[src/rtl/bios_arb_pkg.sv]
// bios_arb_pkg
//   Shared definitions for the BIOS flash arbiter slice: committed-state
//   encodings, the state -> flash-select mapping and parameter defaults.
package bios_arb_pkg;

   typedef enum logic [1:0] {
      BIOS_MAIN     = 2'd0,
      BIOS_SECOND   = 2'd1,
      UPDATE_MAIN   = 2'd2,
      UPDATE_SECOND = 2'd3
   } arb_state_e;

   localparam int unsigned BOOT_TIMEOUT_MS_DEF = 120;
   localparam int unsigned IDLE_CYCLES_DEF     = 16;
   localparam int unsigned POR_PULSE_MS_DEF    = 100;

   // 0 selects the main flash, 1 the second flash.
   function automatic logic flash_sel(input arb_state_e s);
      return (s == BIOS_SECOND) || (s == UPDATE_SECOND);
   endfunction

endpackage

[src/rtl/bios_flash_arbiter_por_pulse_gen.sv]
// por_pulse_gen
//   Restartable pulse stretched over PULSE_TICKS tick strobes.
//   Ports:
//     clk, rst   clock, asynchronous active-high reset
//     start_i    single-cycle start; restarts the count if already active
//     tick_i     single-cycle ms strobe
//     pulse_o    high from the cycle after start_i until PULSE_TICKS ticks seen
module por_pulse_gen
   import bios_arb_pkg::*;
#(
   parameter int unsigned PULSE_TICKS = POR_PULSE_MS_DEF
) (
   input  logic clk,
   input  logic rst,
   input  logic start_i,
   input  logic tick_i,
   output logic pulse_o
);

   localparam int unsigned CW = $clog2(PULSE_TICKS + 1);

   logic          active_q, active_d;
   logic [CW-1:0] cnt_q, cnt_d;

   always_ff @(posedge clk or posedge rst) begin
      if (rst) begin
         active_q <= 1'b0;
         cnt_q    <= '0;
      end else begin
         active_q <= active_d;
         cnt_q    <= cnt_d;
      end
   end

   // A start coinciding with a tick takes priority: the count restarts at zero.
   always_comb begin
      active_d = active_q;
      cnt_d    = cnt_q;
      if (start_i) begin
         active_d = 1'b1;
         cnt_d    = '0;
      end else if (active_q && tick_i) begin
         if (cnt_q == CW'(PULSE_TICKS - 1)) begin
            active_d = 1'b0;
            cnt_d    = '0;
         end else begin
            cnt_d = cnt_q + CW'(1);
         end
      end
   end

   assign pulse_o = active_q;

endmodule

[src/rtl/bios_flash_arbiter.sv]
// bios_flash_arbiter
//   Selects which BIOS flash the CPU QSPI chip select is routed to, fails over
//   to the second flash when the BMC heartbeat is missing after boot, and
//   sequences BMC-driven update modes. State switches only commit after the
//   QSPI bus has been idle for IDLE_CYCLES clocks.
//   Ports:
//     clk, rst                 50 MHz clock, asynchronous active-high reset
//     tick_ms                  1 ms strobe
//     por_released, hb_ok      CPU out of POR, BMC heartbeat present
//     upd_main_req, upd_second_req, upd_done   BMC update commands
//     host_csn                 CPU QSPI chip select (active-low)
//     csn0_out, csn1_out       chip selects to main / second flash
//     por_req                  CPU POR request pulse
//     state                    committed state
//     switch_pending           a transition waits for bus idle
//   Build option: BIOS_ARB_CSN_BLANK_EN forces both chip selects high for
//   IDLE_CYCLES clocks after every commit.
module bios_flash_arbiter
   import bios_arb_pkg::*;
#(
   parameter int unsigned BOOT_TIMEOUT_MS = BOOT_TIMEOUT_MS_DEF,
   parameter int unsigned IDLE_CYCLES     = IDLE_CYCLES_DEF,
   parameter int unsigned POR_PULSE_MS    = POR_PULSE_MS_DEF
) (
   input  logic       clk,
   input  logic       rst,
   input  logic       tick_ms,
   input  logic       por_released,
   input  logic       hb_ok,
   input  logic       upd_main_req,
   input  logic       upd_second_req,
   input  logic       upd_done,
   input  logic       host_csn,
   output logic       csn0_out,
   output logic       csn1_out,
   output logic       por_req,
   output logic [1:0] state,
   output logic       switch_pending
);

   localparam int unsigned BW = $clog2(BOOT_TIMEOUT_MS + 1);
   localparam int unsigned IW = $clog2(IDLE_CYCLES + 1);

   arb_state_e    state_q, state_d;
   arb_state_e    target_q, target_d;
   logic          pend_q, pend_d;
   logic          por_mark_q, por_mark_d;
   logic [BW-1:0] boot_cnt_q, boot_cnt_d;
   logic [IW-1:0] idle_cnt_q, idle_cnt_d;
   logic          boot_done;
   logic          commit;
   logic          blank;

   assign boot_done = (boot_cnt_q == BW'(BOOT_TIMEOUT_MS));

   always_ff @(posedge clk or posedge rst) begin
      if (rst) begin
         state_q    <= BIOS_MAIN;
         target_q   <= BIOS_MAIN;
         pend_q     <= 1'b0;
         por_mark_q <= 1'b0;
         boot_cnt_q <= '0;
         idle_cnt_q <= '0;
      end else begin
         state_q    <= state_d;
         target_q   <= target_d;
         pend_q     <= pend_d;
         por_mark_q <= por_mark_d;
         boot_cnt_q <= boot_cnt_d;
         idle_cnt_q <= idle_cnt_d;
      end
   end

   // Commit fires in the cycle whose idle increment would reach IDLE_CYCLES,
   // so the new state lands on that cycle's closing edge.
   always_comb begin
      state_d    = state_q;
      target_d   = target_q;
      pend_d     = pend_q;
      por_mark_d = por_mark_q;
      idle_cnt_d = idle_cnt_q;
      boot_cnt_d = boot_cnt_q;
      commit     = 1'b0;

      if (!por_released) begin
         boot_cnt_d = '0;
      end else if ((state_q == BIOS_MAIN) && tick_ms && !boot_done) begin
         boot_cnt_d = boot_cnt_q + BW'(1);
      end

      if (pend_q) begin
         if (host_csn) begin
            if (idle_cnt_q == IW'(IDLE_CYCLES - 1)) begin
               commit     = 1'b1;
               state_d    = target_q;
               pend_d     = 1'b0;
               idle_cnt_d = '0;
               boot_cnt_d = '0;
            end else begin
               idle_cnt_d = idle_cnt_q + IW'(1);
            end
         end else begin
            idle_cnt_d = '0;
         end
      end else begin
         case (state_q)
            BIOS_MAIN: begin
               if (boot_done && !hb_ok) begin
                  target_d   = BIOS_SECOND;
                  por_mark_d = 1'b1;
                  pend_d     = 1'b1;
               end else if (boot_done && upd_second_req) begin
                  target_d   = UPDATE_SECOND;
                  por_mark_d = 1'b0;
                  pend_d     = 1'b1;
               end
            end
            BIOS_SECOND: begin
               if (upd_main_req) begin
                  target_d   = UPDATE_MAIN;
                  por_mark_d = 1'b0;
                  pend_d     = 1'b1;
               end
            end
            default: begin
               if (upd_done) begin
                  target_d   = BIOS_MAIN;
                  por_mark_d = 1'b1;
                  pend_d     = 1'b1;
               end
            end
         endcase
      end
   end

`ifdef BIOS_ARB_CSN_BLANK_EN
   logic [IW-1:0] blank_cnt_q, blank_cnt_d;

   always_ff @(posedge clk or posedge rst) begin
      if (rst) blank_cnt_q <= '0;
      else     blank_cnt_q <= blank_cnt_d;
   end

   always_comb begin
      blank_cnt_d = blank_cnt_q;
      if (commit)                  blank_cnt_d = IW'(IDLE_CYCLES);
      else if (blank_cnt_q != '0)  blank_cnt_d = blank_cnt_q - IW'(1);
   end

   assign blank = (blank_cnt_q != '0);
`else
   assign blank = 1'b0;
`endif

   // Routing uses the committed state only, never the pending target.
   always_comb begin
      csn0_out = 1'b1;
      csn1_out = 1'b1;
      if (!blank) begin
         if (flash_sel(state_q)) csn1_out = host_csn;
         else                    csn0_out = host_csn;
      end
   end

   assign state          = state_q;
   assign switch_pending = pend_q;

   por_pulse_gen #(
      .PULSE_TICKS(POR_PULSE_MS)
   ) u_por (
      .clk    (clk),
      .rst    (rst),
      .start_i(commit && por_mark_q),
      .tick_i (tick_ms),
      .pulse_o(por_req)
   );

endmodule
[config.mk]
export PLATFORM = sky130hd
export DESIGN_NAME = bios_flash_arbiter
export DESIGN_NICKNAME = d
export VERILOG_FILES = /design/src/rtl/bios_arb_pkg.sv /design/src/rtl/bios_flash_arbiter_por_pulse_gen.sv /design/src/rtl/bios_flash_arbiter.sv
export SDC_FILE = /design/constraint.sdc
export NUM_CORES = 1
export LEC_CHECK = 0
export ABC_AREA = 1
export CORE_MARGIN = 2
export CORE_UTILIZATION = 50
export CTS_CLUSTER_SIZE = 12
export DETAILED_ROUTE_END_ITERATION = 12
export PLACE_DENSITY = 0.69
export SYNTH_ARGS = -nofsm -noshare
export SYNTH_HDL_FRONTEND = slang
export SYNTH_SLANG_ARGS = --single-unit
[constraint.sdc]
create_clock -name clk -period 1.97 [get_ports clk]
set_clock_uncertainty 0.15 [all_clocks]
set_input_delay 0.591 -clock clk [delete_from_list [all_inputs] [get_ports clk]]
set_output_delay 0.591 -clock clk [all_outputs]
set_load 0.03 [all_outputs]
; ---- Word-level counts from Yosys, hierarchy flattened
; Index checks and enable logic that the tools add are counted.
[classes]
n_addsub = 3
n_eq_ne = 7
n_mux = 36
n_bitwise = 1
reduce_logical = 16
[op_table]
columns = operator, n
row1 = 2-to-1 mux 7 bit, 8
row2 = 2-to-1 mux 1 bit, 19
row3 = adder 7 x 1 -> 7 bit (second input constant), 2
row4 = equality test 7 bit (second input constant), 2
row5 = 2-to-1 mux 5 bit, 2
row6 = 2-to-1 mux 2 bit, 4
row7 = logical AND 1 bit, 6
row8 = adder 5 x 1 -> 5 bit (second input constant), 1
row9 = equality test 5 x 4 -> 1 bit (second input constant), 1
row10 = one-hot mux 1 bit (2 select lines), 2
row11 = one-hot mux 2 bit (2 select lines), 1
row12 = AND reduction 4 bit, 1
row13 = nonzero test 2 bit, 2
row14 = != test 3 x 1 -> 1 bit (second input constant), 1
row15 = AND reduction 3 bit, 1
row16 = nonzero test 3 bit, 1
row17 = equality test 2 x 1 -> 1 bit (second input constant), 1
row18 = equality test 2 bit (second input constant), 1
row19 = zero test 1 bit, 2
row20 = zero test 2 bit, 1
row21 = != test 2 bit (second input constant), 1
row22 = AND reduction 2 bit, 1
row23 = logical OR 1 bit, 1
row24 = inverter 1 bit, 1
[totals]
regBits = 26
in_bits = 9
out_inout_bits = 6
elab_cells = 71

; ---- Logic depth before layout (Yosys ltp)
[logic_depth]
word_depth = 8
mapped_depth = 11
depth_no_buf = 11

; ---- Cells and area by module
; A second synthesis with hierarchy kept.
[hier_totals]
cells_unflattened = 194
hier_area_um2 = 1497.7
[modules_own_cells]
columns = mod, instances, cells_each, area_per_inst_um2, seq_area_each_um2
row1 = bios_flash_arbiter, 1, 132, 1038.5, 450.4
row2 = por_pulse_gen, 1, 62, 459.2, 200.2

; ---- Worst setup path before layout
; OpenSTA, ideal clock, no wires.
[synth_path]
path_kind = register -> output
start = reg state_q[0], in the netlist state[0]
end = out csn0_out
arrival_time_ns = 0.895
required_ns = 1.229
path_slack_ns = 0.334
path_stages_with_launch = 3
n_path_buf = 0
path_cell_list = dfrtp_1 > inv_1 > nand2_1
[synth_between]
elab_chain_cells = 3
elab_cells_between_ends = 4
classes_between = eq/ne: 2 / mux: 1 / reduce/logical: 1
[synth_lines]
columns = item, line_no
row1 = "start, declared", bios_flash_arbiter.sv:44  ; arb_state_e state_q, state_d;
row2 = "start signal, assigned", bios_flash_arbiter.sv:65  ; state_q <= state_d;
row3 = equality test 2 x 1 -> 1 bit or equality test 2 bit (tied branches), bios_arb_pkg.sv:19  ; return (s == BIOS_SECOND) || (s == UPDATE_SECOND);
row4 = logical OR 1 bit (*), bios_arb_pkg.sv:19
row5 = 2-to-1 mux 1 bit (*), bios_flash_arbiter.sv:160  ; if (flash_sel(state_q)) csn1_out = host_csn;
row6 = "end, declared", bios_flash_arbiter.sv:34  ; output logic csn0_out,
; Every way passes the cells marked *; elsewhere a longest branch is shown, timed or not.

; ---- Worst setup path after layout
[layout_path]
start = reg u_por.active_q, in the netlist u_por.pulse_o
end = out por_req
[layout_rtl]
columns = item, line_no
row1 = "start, declared", bios_flash_arbiter_por_pulse_gen.sv:22  ; logic active_q, active_d;
row2 = "start signal, assigned", bios_flash_arbiter_por_pulse_gen.sv:30  ; active_q <= active_d;
row3 = "end, declared", bios_flash_arbiter.sv:36  ; output logic por_req,
; No word-level cell between the ends.

==> impl_metrics.env <==
export IMPL_dr_pass1_iters=4
export IMPL_hold_buffers=0
export IMPL_cts_clk_slew_worst_paths_ns=0.13
export IMPL_grt_antenna_before_repair=0
export IMPL_clockBufferDepth=2
export IMPL_wl_per_cell_um=12.0
export IMPL_hp_start="target_q[0]"
export IMPL_slew_headroom_pct=78.0
export IMPL_num_rows=19
export IMPL_use_met1_pct=22.6
export IMPL_reg2reg_to="boot_cnt_q[1]"
export IMPL_grt_pass1_vias=1290
export IMPL_dp_cells=241
export IMPL_fin_setup_tns_ns=0
export IMPL_cp_data_arrival_time_ns=1.14
export IMPL_finalPower_mw=0.930
export IMPL_routabilityCongestion=0.875
export IMPL_syn_nets=205
export IMPL_routed_wl_um=2920
export IMPL_cts_sinks=26
export IMPL_synth_seq_area_share_pct=43.9
export IMPL_path_buf_inv=1
export IMPL_num_vias=1288
export IMPL_finalHoldViolCount=0
export IMPL_synthTopCellsByArea="dfrtp_1 44%, nand2_1 13%, inv_1 7.1%, nand3_1 4.7%, nor2_1 3.8%"
export IMPL_startpoint_type="register"
export IMPL_avgSynthCellArea_um2=7.72
export IMPL_synth_edff_count=0
export IMPL_cpLargestDelayFamily="flip-flops"
export IMPL_worstHoldPathType="register to register"
export IMPL_ant_nets=0
export IMPL_yosysMostFrequentCell="nand2_1"
export IMPL_grt_total_usage_pct=19.7
export IMPL_power_density_nw_per_um2=545
export IMPL_synth_top_cell_by_area="dfrtp_1"
export IMPL_drt_iter0_drc=40
export IMPL_yosys_warnings=0
export IMPL_drive_gt1_share_pct=13.6
export IMPL_hold_path_end="state[0]"
export IMPL_core_area_um2=2780
export IMPL_crit_path_end_kind="primary output"
export IMPL_rr_worst_depth=6
export IMPL_critical_path_max_stage_delay_ns=0.41
export IMPL_cp_startpoint="u_por.pulse_o"
export IMPL_status="finished, final reports clean"
export IMPL_p_leak_nw=0.904
export IMPL_numCtsBuffers=3
export IMPL_cp_required_ns=1.23
export IMPL_overflow=0
export IMPL_crit_fanout=3
export IMPL_htreeDepth=1
export IMPL_fin_crit_sh_pct=95.5
export IMPL_routed_via_density=5.28
export IMPL_cp_slowest_cell="dfrtp_1"
export IMPL_hold_depth=2
export IMPL_path_cells="dlygate4sd2_1"
export IMPL_worst_pin_slew_ns=0.330
export IMPL_final_cells=244
export IMPL_ys_ff_latch=26
export IMPL_async_reset_ff_share_pct=100
export IMPL_synthCells=192
export IMPL_ys_types=24
export IMPL_path_class="register to primary output"
export IMPL_met3_usage_pct=2.86
export IMPL_slew_violations=0
export IMPL_synth_commonest_cells="53 x nand2_1, 28 x inv_1, 26 x dfrtp_1, 15 x nor2_1, 14 x nand3_1"
export IMPL_maxCapViolations=0
export IMPL_clock_fmax_ghz=0.532
export IMPL_syn_to_final_growth_pct=15.1
export IMPL_clock_latency_ns=0.33
export IMPL_grt_max_degree=27
export IMPL_synthFlopType="dfrtp_1"
export IMPL_drc=0
export IMPL_fp_dieH_um=58.5
export IMPL_grtUsageMet2_pct=35.5
export IMPL_final_nets=228
export IMPL_synth_area_um2=1480
export IMPL_worst_r2r_setup_slack_ns=0.32
export IMPL_start_util_pct=53.3
export IMPL_rsz0062_at_grt="false"
export IMPL_grt_busiest_layer="met2"
export IMPL_io_buffers=14
export IMPL_pin_count=15
export IMPL_cts_root_buf="clkbuf_4"
export IMPL_dieArea_um2=3420
export IMPL_insertedDiodeCount=0
export IMPL_finalSetupViolations=0
export IMPL_grt_first_pass_wirelength_um=5150
export IMPL_synth_top_area_share_pct=43.9
export IMPL_dp_hpwl_um=2280
export IMPL_fp_dieW_um=58.5
export IMPL_period_needed_ns=1.88
export IMPL_peakVddDrop_v=0.000524
export IMPL_r2r_start="idle_cnt_q[0]"
export IMPL_cts_tree="yes"
state kept, by name, indices dropped and copies added (netlist names):
| signal | count |
|---|---|
| boot_cnt_q | 7 |
| u_por.cnt_q | 7 |
| idle_cnt_q | 5 |
| state | 2 |
| target_q | 2 |
| por_mark_q | 1 |
| switch_pending | 1 |
| u_por.pulse_o | 1 |
cell type report:
| type | count | area (um2) |
|---|---|---|
| clock buffers | 3 | 22.5 |
| fillers | 269 | 1070 |
| inverters | 32 | 120 |
| multi-input cells | 134 | 712 |
| flip-flops and latches | 26 | 651 |
| well taps | 31 | 38.8 |
| repair buffers | 18 | 163 |
layer usage:
| layer | wire, um | vias up |
|---|---|---|
| li1 | - | 651 |
| met1 | 1300 | 610 |
| met2 | 1480 | 19 |
| met3 | 71 | 8 |
| met4 | 70 | 0 |
| met5 | 0 | - |
tightest hold or removal path: stages, from the launching register on:
cell and delay [ns]:
dfrtp_1 0.37, nand2_1 0.05, o21ai_0 0.06
worst max path at each step:
stage / end / cells past startpoint
4_1_cts: state[1] / 1
6_report: por_req / 1
2_1_floorplan: csn0_out / 2
3_3_place_gp: csn0_out / 4
3_5_place_dp: csn1_out / 4
5_1_grt: state[1] / 1
report_power, final:
| group | switching (mW) | internal (mW) |
|---|---|---|
| clock | 0.159 | 0.0718 |
| combinational | 0.0571 | 0.0508 |
| sequential | 0.0297 | 0.562 |
| total | 0.246 | 0.684 |
cells by family after synthesis:
kind of cell / synth area share (%)
AND/OR/NAND/NOR: 32.8
buffers and inverters: 8.10
flip-flops: 43.9
AO/OA/AOI/OAI: 7.51
XOR/XNOR: 3.54
adder cells (fa/ha/maj): 3.38
multiplexers: 0.759
cell usage in the layout (no fill, tap or decap), types with 5 or more instances in the layout:
cell	count
nand2_1	53
inv_1	28
dfrtp_1	26
nor2_1	15
nand3_1	14
o21ai_0	9
nand2_2	8
a21oi_1	7
clkdlybuf4s50_1	7
xor2_1	5
nand4_1	5
dlygate4sd2_1	5
buf_4	5
per-stage QoR:
stage | cell area [um2] | utilization, % | hold WS (ns) | setup slack [ns]
floorplan | 1480 | - | 0.297 | 0.334
global placement | 1690 | 60.6 | 0.315 | -0.0977
detailed placement | 1690 | 60.6 | 0.323 | -0.104
CTS | 1710 | 61.4 | 0.358 | 0.0694
global route | 1710 | 61.4 | 0.380 | 0.0344
finish | 1710 | 61.4 | 0.354 | 0.0887
timing repair:
| item | CTS | global route |
|---|---|---|
| buffers inserted | 0 | 0 |
| resized for setup | 6 | 0 |
| setup endpoints to repair | 6 | 0 |
(Power assumes the default switching activity.)
==> RTL edit: new RTL, same flow settings <==
Add an input register stage for `upd_main_req`, without a reset; this delays it by one clock. The other inputs are not delayed to match.
--- a/src/rtl/bios_flash_arbiter.sv
+++ b/src/rtl/bios_flash_arbiter.sv
@@ -40,6 +40,12 @@
 
    localparam int unsigned BW = $clog2(BOOT_TIMEOUT_MS + 1);
    localparam int unsigned IW = $clog2(IDLE_CYCLES + 1);
+
+   logic upd_main_req_q;
+
+   always_ff @(posedge clk) begin
+      upd_main_req_q <= upd_main_req;
+   end
 
    arb_state_e    state_q, state_d;
    arb_state_e    target_q, target_d;
@@ -116,7 +122,7 @@
                end
             end
             BIOS_SECOND: begin
-               if (upd_main_req) begin
+               if (upd_main_req_q) begin
                   target_d   = UPDATE_MAIN;
                   por_mark_d = 1'b0;
                   pend_d     = 1'b1;
Formal check against the unedited RTL: no difference found for any inputs over 10 cycles, from zero or initial values and one cycle with rst high; that may be too few to reach the edited logic, so the function may still have changed.
==> RTL edit against the original RTL <==
  * Sequential power rose by 2%
  * Hold slack got worse by 0.0025 ns
  * Synthesized area rose by 3.6%
  * Total power rose by 1.9%
  * Critical endpoint is now state[0]
  * Synthesized cell count rose by 3.6%
  * Wire length rose by 1.5%
  * Core utilization fell by 1.2 points
  * Critical path depth did not move
  * Highest routed layer unchanged
  * Worst setup slack got worse by 0.0083 ns
  * Sequential cell count rose by 1
  * Cell area rose by 4.9%
  * Die area rose by 3.4%
==> RTL edit: results (changes against the original RTL) <==
status finished clean (unchanged); Logic inverters 29 (was 32); # H-tree levels 1 (unchanged); Max stage delay on crit path 0.44 ns (was 0.41 ns); Layout Nets 238 (was 228); clock tree cell share of total cell area 1.47% (was 1.32%); largest fanout on the critical path 5 (was 3); Yosys Warn Count 0 (unchanged); # clock sinks 27 (was 26); routed via count 1,297 (was 1,288); post-detailed-routing wire length 2970 um (was 2920 um); NonClk Buf Share 10.4% (was 9.53%); GP Congestion 0.857 (was 0.875); commonest cells in the netlist nand2_1, dfrtp_1, inv_1 (was nand2_1, inv_1, dfrtp_1); Setup crit start state[0] (was u_por.pulse_o); Area contributors post-synth dfrtp_1, nand2_1, inv_1, nand3_1, o21ai_0 (was dfrtp_1, nand2_1, inv_1, nand3_1, nor2_1); R2R Setup Slk 0.30 ns (was 0.32 ns); clock network fraction of total power 25.6% (was 24.9%); Reg clk slew, reported paths approximately 0.14 ns; crit path DAT ~1.2 ns; Syn Nets 212 (was 205); reg-to-reg critical path startpoint boot_cnt_q[0] (was idle_cnt_q[0]); register area 671 um2 (was 651 um2); reg2reg end boot_cnt_q[0] (was boot_cnt_q[1]); worst-margin pin slew 0.332 ns (was 0.330 ns); clock buf count 4 (was 3); number of antenna violations at the first check in global routing 0 (unchanged); Hold WC Path Type flop to flop (unchanged); multi-input combinational area share 42.3% (was 41.7%); CTS Buffer Depth 2 (unchanged); R2R cell count 8 (was 6); number of non-clock buffers 21 (was 18); #MultiIn Comb 143 (was 134); final period utilization 95.9% (was 95.5%); Placed Cells 253 (was 241); gr usage total 19.4% (was 19.7%); worst vdd ir 0.220 mV (was 0.524 mV); ratio of cells with drive above 1 in the final layout 11.2% (was 13.6%); Num CTS Buffers 3 (unchanged); Lkg Pwr 0.868 nW (was 0.904 nW); sw frac 26.1% (was 26.5%); initial DRC count 38 (was 40); Layout Cell Area excl Fill 0.00179 mm2 (was 0.00171 mm2); per-cell routed wire length 11.5 um (was 12.0 um); dpl hpwl 2180 um (was 2280 um); # fillers 272 (was 269); crit path to state[0] (was por_req); DP Worst Slack -0.103 ns (was -0.104 ns); Post-synth ARST share 96.3% (was 100%); P_comb 0.000102 W (was 0.000108 W); P per Cell Area 530 mW/mm2 (was 545 mW/mm2); Largest delay share family, worst path flip-flops (unchanged); sequential area share after synthesis 43.6% (was 43.9%); cells after synthesis 199 (was 192); global-route wire length before repair 5210 um (was 5150 um)
RTL edit: what timing repair did:
action,in CTS,in global routing
setup endpoints to repair,6,1
endpoints found under the hold margin,0,0
cloned,0,0
gates resized for setup,6,1
RTL edit: metal layers:
layer / share of wire (%) / GRT usage [%]
met1: 47 / 25.1
met2: 47 / 31.9
met3: 3.2 / 2.62
met4: 2.5 / 9.09
met5: 0 / 0
RTL edit: kinds of logic after synthesis:
| group | share of synthesized area (%) |
|---|---|
| xor+xnor | 2.28 |
| flops | 43.6 |
| simple gates | 34.3 |
| fa+ha+maj | 3.26 |
| buf+inv | 7.08 |
| compound gates | 9.45 |
RTL edit: worst min path at each step:
stage	start	end	slack, ns	cells after the start
after floorplan	target_q[0]	target_q[0]	0.29	2
after global placement	target_q[0]	target_q[0]	0.31	2
after detailed placement	target_q[0]	target_q[0]	0.32	2
after CTS	target_q[0]	target_q[0]	0.36	2
after global routing	target_q[1]	target_q[1]	0.39	2
final	target_q[1]	state[1]	0.35	2
